File: src/rtl/coo_adj_seq_if.sv
// ============================================================================
//  Module   : coo_adj_seq_if
//  Purpose  : Bundles the handshake and bus signals between the COO adjacency
//             sequencer, the FM*WM combination stage, the external COO address
//             counter and the aggregation buffer.
//  Ports    : master - sequencer side (drives coo_incr, wr_en, fm_wm_row,
//                      cnt_reset, ADJ_fm_wm_done)
//             slave  - environment side (drives done, coo_address, skip,
//                      wr_ready, restart)
//  Revision : 1.0 - initial release
// ============================================================================
`default_nettype none

interface coo_adj_seq_if #(
  parameter int COO_BW = 3,
  parameter int ROW_BW = 1
);

  // Environment -> sequencer
  logic              done;
  logic [COO_BW-1:0] coo_address;
  logic              skip;
  logic              wr_ready;
  logic              restart;

  // Sequencer -> environment
  logic              coo_incr;
  logic              wr_en;
  logic [ROW_BW-1:0] fm_wm_row;
  logic              cnt_reset;
  logic              ADJ_fm_wm_done;

  modport master (
    input  done, coo_address, skip, wr_ready, restart,
    output coo_incr, wr_en, fm_wm_row, cnt_reset, ADJ_fm_wm_done
  );

  modport slave (
    output done, coo_address, skip, wr_ready, restart,
    input  coo_incr, wr_en, fm_wm_row, cnt_reset, ADJ_fm_wm_done
  );

endinterface

`default_nettype wire

File: src/rtl/coo_adj_seq.sv
// ============================================================================
//  Module   : coo_adj_seq
//  Purpose  : Walks the COO adjacency list and sequences FM*WM row transfers
//             into the aggregation buffer. Each COO column entry issues one
//             to COO_NUM_OF_ROWS row writes; a skip in the write phase ends
//             the entry early. Supports write backpressure and restart.
//  Ports    : clk    - clock, rising edge
//             reset  - synchronous, active-low reset
//             bus    - coo_adj_seq_if.master
//                      in : done, coo_address, skip, wr_ready, restart
//                      out: coo_incr, wr_en, fm_wm_row, cnt_reset,
//                           ADJ_fm_wm_done
//  Revision : 1.0 - initial release
// ============================================================================
`default_nettype none

module coo_adj_seq #(
  parameter int COO_NUM_OF_COLS = 6,
  parameter int COO_NUM_OF_ROWS = 2,
  parameter int COO_BW = (COO_NUM_OF_COLS > 1) ? $clog2(COO_NUM_OF_COLS) : 1,
  parameter int ROW_BW = (COO_NUM_OF_ROWS > 1) ? $clog2(COO_NUM_OF_ROWS) : 1
) (
  input  wire logic           clk,
  input  wire logic           reset,
  coo_adj_seq_if.master       bus
);

  localparam logic [COO_BW-1:0] LAST_COL = COO_BW'(COO_NUM_OF_COLS - 1);
  localparam logic [ROW_BW-1:0] LAST_ROW = ROW_BW'(COO_NUM_OF_ROWS - 1);

  typedef enum logic [1:0] {
    ST_START = 2'd0,
    ST_READ  = 2'd1,
    ST_WRITE = 2'd2,
    ST_DONE  = 2'd3
  } state_t;

  state_t            state;
  state_t            state_nxt;
  logic [ROW_BW-1:0] row;
  logic [ROW_BW-1:0] row_nxt;

  logic              coo_incr;
  logic              wr_en;
  logic [ROW_BW-1:0] fm_wm_row;
  logic              cnt_reset;
  logic              adj_done;
  logic              entry_end;

  // --------------------------------------------------------------------------
  // State and row registers
  // --------------------------------------------------------------------------
  always_ff @(posedge clk) begin
    if (!reset) begin
      state <= ST_START;
      row   <= '0;
    end else begin
      state <= state_nxt;
      row   <= row_nxt;
    end
  end

  // --------------------------------------------------------------------------
  // Next-state and output decode
  // --------------------------------------------------------------------------
  always_comb begin
    state_nxt = state;
    row_nxt   = row;
    coo_incr  = 1'b0;
    wr_en     = 1'b0;
    fm_wm_row = '0;
    cnt_reset = 1'b0;
    adj_done  = 1'b0;
    // An entry finishes on an explicit skip or after its last possible row.
    entry_end = bus.skip || (row == LAST_ROW);

    case (state)
      ST_START: begin
        cnt_reset = 1'b1;
        if (bus.done) begin
          state_nxt = ST_READ;
          row_nxt   = '0;
        end
      end

      ST_READ: begin
        // Strobe is held until the buffer accepts it.
        wr_en     = 1'b1;
        fm_wm_row = row;
        if (bus.wr_ready) begin
          state_nxt = ST_WRITE;
        end
      end

      ST_WRITE: begin
        fm_wm_row = row;
        if (entry_end) begin
          // Addresses past the last entry are treated as the last entry so a
          // runaway counter cannot keep the pass alive.
          if (bus.coo_address >= LAST_COL) begin
            state_nxt = ST_DONE;
          end else begin
            coo_incr  = 1'b1;
            row_nxt   = '0;
            state_nxt = ST_READ;
          end
        end else begin
          row_nxt   = row + ROW_BW'(1);
          state_nxt = ST_READ;
        end
      end

      ST_DONE: begin
        adj_done = 1'b1;
        if (bus.restart) begin
          state_nxt = ST_START;
        end
      end

      default: begin
        state_nxt = ST_START;
        row_nxt   = '0;
      end
    endcase
  end

  assign bus.coo_incr       = coo_incr;
  assign bus.wr_en          = wr_en;
  assign bus.fm_wm_row      = fm_wm_row;
  assign bus.cnt_reset      = cnt_reset;
  assign bus.ADJ_fm_wm_done = adj_done;

endmodule

`default_nettype wire
File: src/flat_wrapper.sv
// flat-port wrapper written by rule: the top's interface ports become plain ports
module coo_adj_seq_flat 
#(
  parameter int COO_NUM_OF_COLS = 6,
  parameter int COO_NUM_OF_ROWS = 2,
  parameter int COO_BW = (COO_NUM_OF_COLS > 1) ? $clog2(COO_NUM_OF_COLS) : 1,
  parameter int ROW_BW = (COO_NUM_OF_ROWS > 1) ? $clog2(COO_NUM_OF_ROWS) : 1
)
  (clk, reset, bus_done, bus_coo_address, bus_skip, bus_wr_ready, bus_restart, bus_coo_incr, bus_wr_en, bus_fm_wm_row, bus_cnt_reset, bus_ADJ_fm_wm_done);
  coo_adj_seq_if #(.COO_BW(COO_BW), .ROW_BW(ROW_BW)) bus_i ();
  input  wire logic clk;
  input  wire logic reset;
  input wire logic [$bits(bus_i.done)-1:0] bus_done;
  input wire logic [$bits(bus_i.coo_address)-1:0] bus_coo_address;
  input wire logic [$bits(bus_i.skip)-1:0] bus_skip;
  input wire logic [$bits(bus_i.wr_ready)-1:0] bus_wr_ready;
  input wire logic [$bits(bus_i.restart)-1:0] bus_restart;
  output wire logic [$bits(bus_i.coo_incr)-1:0] bus_coo_incr;
  output wire logic [$bits(bus_i.wr_en)-1:0] bus_wr_en;
  output wire logic [$bits(bus_i.fm_wm_row)-1:0] bus_fm_wm_row;
  output wire logic [$bits(bus_i.cnt_reset)-1:0] bus_cnt_reset;
  output wire logic [$bits(bus_i.ADJ_fm_wm_done)-1:0] bus_ADJ_fm_wm_done;
  assign bus_i.done = bus_done;
  assign bus_i.coo_address = bus_coo_address;
  assign bus_i.skip = bus_skip;
  assign bus_i.wr_ready = bus_wr_ready;
  assign bus_i.restart = bus_restart;
  assign bus_coo_incr = bus_i.coo_incr;
  assign bus_wr_en = bus_i.wr_en;
  assign bus_fm_wm_row = bus_i.fm_wm_row;
  assign bus_cnt_reset = bus_i.cnt_reset;
  assign bus_ADJ_fm_wm_done = bus_i.ADJ_fm_wm_done;
  coo_adj_seq #(.COO_NUM_OF_COLS(COO_NUM_OF_COLS), .COO_NUM_OF_ROWS(COO_NUM_OF_ROWS), .COO_BW(COO_BW), .ROW_BW(ROW_BW)) u_core (.clk(clk), .reset(reset), .bus(bus_i));
endmodule
File: config.mk
export PLATFORM = sky130hd
export DESIGN_NAME = coo_adj_seq_flat
export DESIGN_NICKNAME = d
export VERILOG_FILES = /design/src/rtl/coo_adj_seq_if.sv /design/src/rtl/coo_adj_seq.sv /design/src/flat_wrapper.sv
export SDC_FILE = /design/constraint.sdc
export NUM_CORES = 1
export LEC_CHECK = 0
export ABC_AREA = 1
export CORE_AREA = 3 3 40 42
export DETAILED_ROUTE_END_ITERATION = 10
export DIE_AREA = 0 0 43 45
export DONT_BUFFER_PORTS = 1
export PLACE_DENSITY = 0.4
export SLEW_MARGIN = 20
export SYNTH_ARGS = -nofsm -noshare
export SYNTH_HDL_FRONTEND = slang
export SYNTH_SLANG_ARGS = --single-unit
File: constraint.sdc
create_clock -name clk -period 1.35 [get_ports clk]
set_input_delay 0.135 -clock clk [delete_from_list [all_inputs] [get_ports clk]]
set_output_delay 0.135 -clock clk [all_outputs]
set_load 0.02 [all_outputs]
==> summary.md <==
| Metric | Value |
|---|---|
| Final cell count without fillers | `70` |
| Routed vias | `276` |
| R2R Setup Slk | `130 ps` |
| Vias per cell | `3.94` |
| Worst Reg2Reg Path Length in Cells | `7` |
| Endpoints failing setup | `0` |
| Non-Filler Cell Area, Final | `408 um2` |
| Top cells by area, synth | `ha_1 (22%), dfxtp_1 (21%), nand2_1 (13%), inv_1 (11%), nor2_1 (8.0%)` |
| Pre-antenna DRT Iters | `4` |
| Relative slew slack | `86.7%` |
| Critical R2R Launch | `u_core.state[1]` |
| ANT cells | `0` |
| # fillers | `152` |
| CTS Sinks | `3` |
| Proportion of layout cells with a drive suffix above 1 | `36.4%` |
| Yosys warns | `0` |
| CTS buffer count | `3` |
| First-pass GRT wire length | `1.01 mm` |
| Detailed Route Iter0 Violations | `4` |
| Grt ovf | `0` |
| Cell type with the largest total area after synthesis | `ha_1` |
| Leakage | `0.209 nW` |
| Max Cap Viol | `0` |
| FF+latch count, synth | `3` |
| Crit path max-delay family | `flip-flops` |
| Slowest cell on crit path | `dfxtp_2` |
| Min Tclk post-route | `1320 ps` |
| Top_reg_cell synth | `dfxtp_1` |
| Crit-path max FO | `4` |
| F_max | `756 MHz` |
| DRC violation count after routing | `0` |
| Gate Count Post-Synth | `43` |
| Synth Cell Area | `280 um2` |
| Crit path cell chain | `inv_4 > ha_4 > inv_2 > nor3_1 > buf_4` |
| Largest net degree at the start of global routing | `6` |
| Post-synth cell types | `14` |
| Area share of the largest cell type after synthesis | `22.3%` |
| Initial antenna violation count | `0` |
| Top post-synthesis cells by count | `nand2_1 (10), inv_1 (8), nor2_1 (6)` |
| Tcrit/Tclk final | `97.9%` |
| Placed cell count | `62` |
| Die area | `1940 um2` |
| Synthesis-to-layout area growth | `45.5%` |
| GPL Wtd Cong | `0.645` |
| Sequential area share after synthesis | `21.4%` |
| Reg2reg end | `u_core.state[1]` |
| Post-Syn Nets | `57` |
| Area after DPL | `329 um2` |
| Die Wd | `43 um` |
| GRT Total Usage | `7.91%` |
| Hold Path Origin | `reset` |
| Bufs and invs on worst path | `3` |
| # nets final | `70` |
| Hold Slack | `16.1 ps` |
| DIE HEIGHT | `45 um` |
| Crit path arrival time | `1190 ps` |
| Worst Hold Depth | `2` |
| H-Tree Depth | `1` |
| Drt total wl | `657 um` |
| I/O Pins | `14` |
| Crit path launch type | `flop` |
| Initial Util | `21.8%` |
| Worst path required time | `1220 ps` |
| Worst VDD drop | `0.659 mV` |
| Hold endpoint | `u_core.state[0]` |
| CTS tree | `built` |
| Status | `finished, final reports clean` |
| Wirelength per Cell | `9.39 um` |
| EDFF count, synth | `0` |
| Max incr delay on CP | `330 ps` |
| CTS max path bufs | `2` |
| Post-route ant nets | `0` |
| Pwr dens | `2090 nW/um2` |
| Port Buffers | `0` |
| Endpoints failing hold | `0` |
| Final HPWL from detailed placement | `476 um` |
| Ys async rst share | `0%` |
| Num rows | `13` |
| Worst-Margin Slew | `199 ps` |
| Most frequent cell after synthesis | `nand2_1` |
| Worst-Skew Late Latency | `250 ps` |
| Clk_skew | `14.7 ps` |
| Clock slew at reported path FFs | `30 ps` |
| Vias in the first global route | `254` |
| Root Buffer | `clkbuf_4` |
| Avg Inst Size Synth | `6.52 um2` |
| Hold crit path type | `in2reg` |
| Slew Viols, Final | `0` |
| Kind of critical path | `reg2out` |
| Core area | `1280 um2` |
| Worst setup EP type | `output pin` |
-- flip-flops by register name, summed over array words and instances, names as in the netlist --
name and cells:
u_core.row 1, u_core.state 2
-- how the worst max path moves through the flow --
stage | start | to | depth (start not counted) | slack [ps]
2_1_floorplan | u_core.state[0] | bus_coo_incr | 4 | 20
3_3_place_gp | u_core.state[0] | u_core.state[1] | 7 | 50
3_5_place_dp | u_core.state[0] | u_core.state[1] | 7 | 70
4_1_cts | u_core.state[0] | bus_coo_incr | 5 | 30
5_1_grt | u_core.state[0] | bus_coo_incr | 5 | -1
6_report | u_core.state[0] | bus_coo_incr | 5 | 30
-- cell type report --
cell class / count / area [um2] / area share (%)
Sequential cell: 3 / 62.6 / 15.3
Timing Repair Buffer: 8 / 62.6 / 15.3
Multi-Input combinational cell: 31 / 201 / 49.4
Tap cell: 15 / 18.8 / 4.60
Inverter: 9 / 36.3 / 8.90
Clock buffer: 4 / 26.3 / 6.44
-- report_power, final --
group	internal (W)	switching [W]
Combinational	0.000235	0.000282
Clock	0.000112	0.0000617
Sequential	0.000126	0.0000378
-- stage by stage --
stage	utilization (%)	total power [W]	setup TNS [ps]	worst slack, ps
final	31.7	0.000854	0	27.8
after global routing	31.7	0.000936	-1.11	-1.11
after CTS	29.8	0.000798	0	29.0
after detailed placement	25.6	0.000578	0	66.5
after global placement	25.6	0.000588	0	45.9
after floorplan	-	0.000469	0	23.6
-- cell usage in the layout (no fill, tap or decap), drive strengths merged --
| master | netlist | layout |
|---|---|---|
| nor2 | 8 | 8 |
| dlygate4sd3 | 0 | 1 |
| and2 | 1 | 1 |
| buf | 0 | 7 |
| ha | 5 | 5 |
| nand2 | 10 | 10 |
| o21ai | 1 | 1 |
| a21oi | 2 | 2 |
| nand3 | 2 | 2 |
| clkbuf | 0 | 4 |
| inv | 9 | 9 |
| dfxtp | 3 | 3 |
| nor3 | 2 | 2 |
-- what timing repair did --
item / CTS / global route
endpoints found under the hold margin: 2 / 0
endpoints found under the setup margin: 1 / 3
resized for setup: 7 / 1
buffers inserted: 0 / 3
pin swaps: 1 / 1
hold buffers: 1 / 0
-- layer usage --
metal  vias up  global-route usage, %  part of all wire [%]
met4         0                   7.23                     0
met3         0                   6.77                   8.2
met1       113                   7.23                    45
met2        10                   10.8                    46
met5         -                      0                     0
li1        153                      -                     -
-- cells by family (layout without fill, tap and decap cells) --
| kind of cell | count (synthesis) | count (layout) | synth area share, % |
|---|---|---|---|
| buf+inv | 9 | 21 | 12.1 |
| simple gates | 23 | 23 | 38.8 |
| fa+ha+maj | 5 | 5 | 22.3 |
| flops | 3 | 3 | 21.4 |
| compound gates | 3 | 3 | 5.36 |
Power figures use the tool's default switching activity.
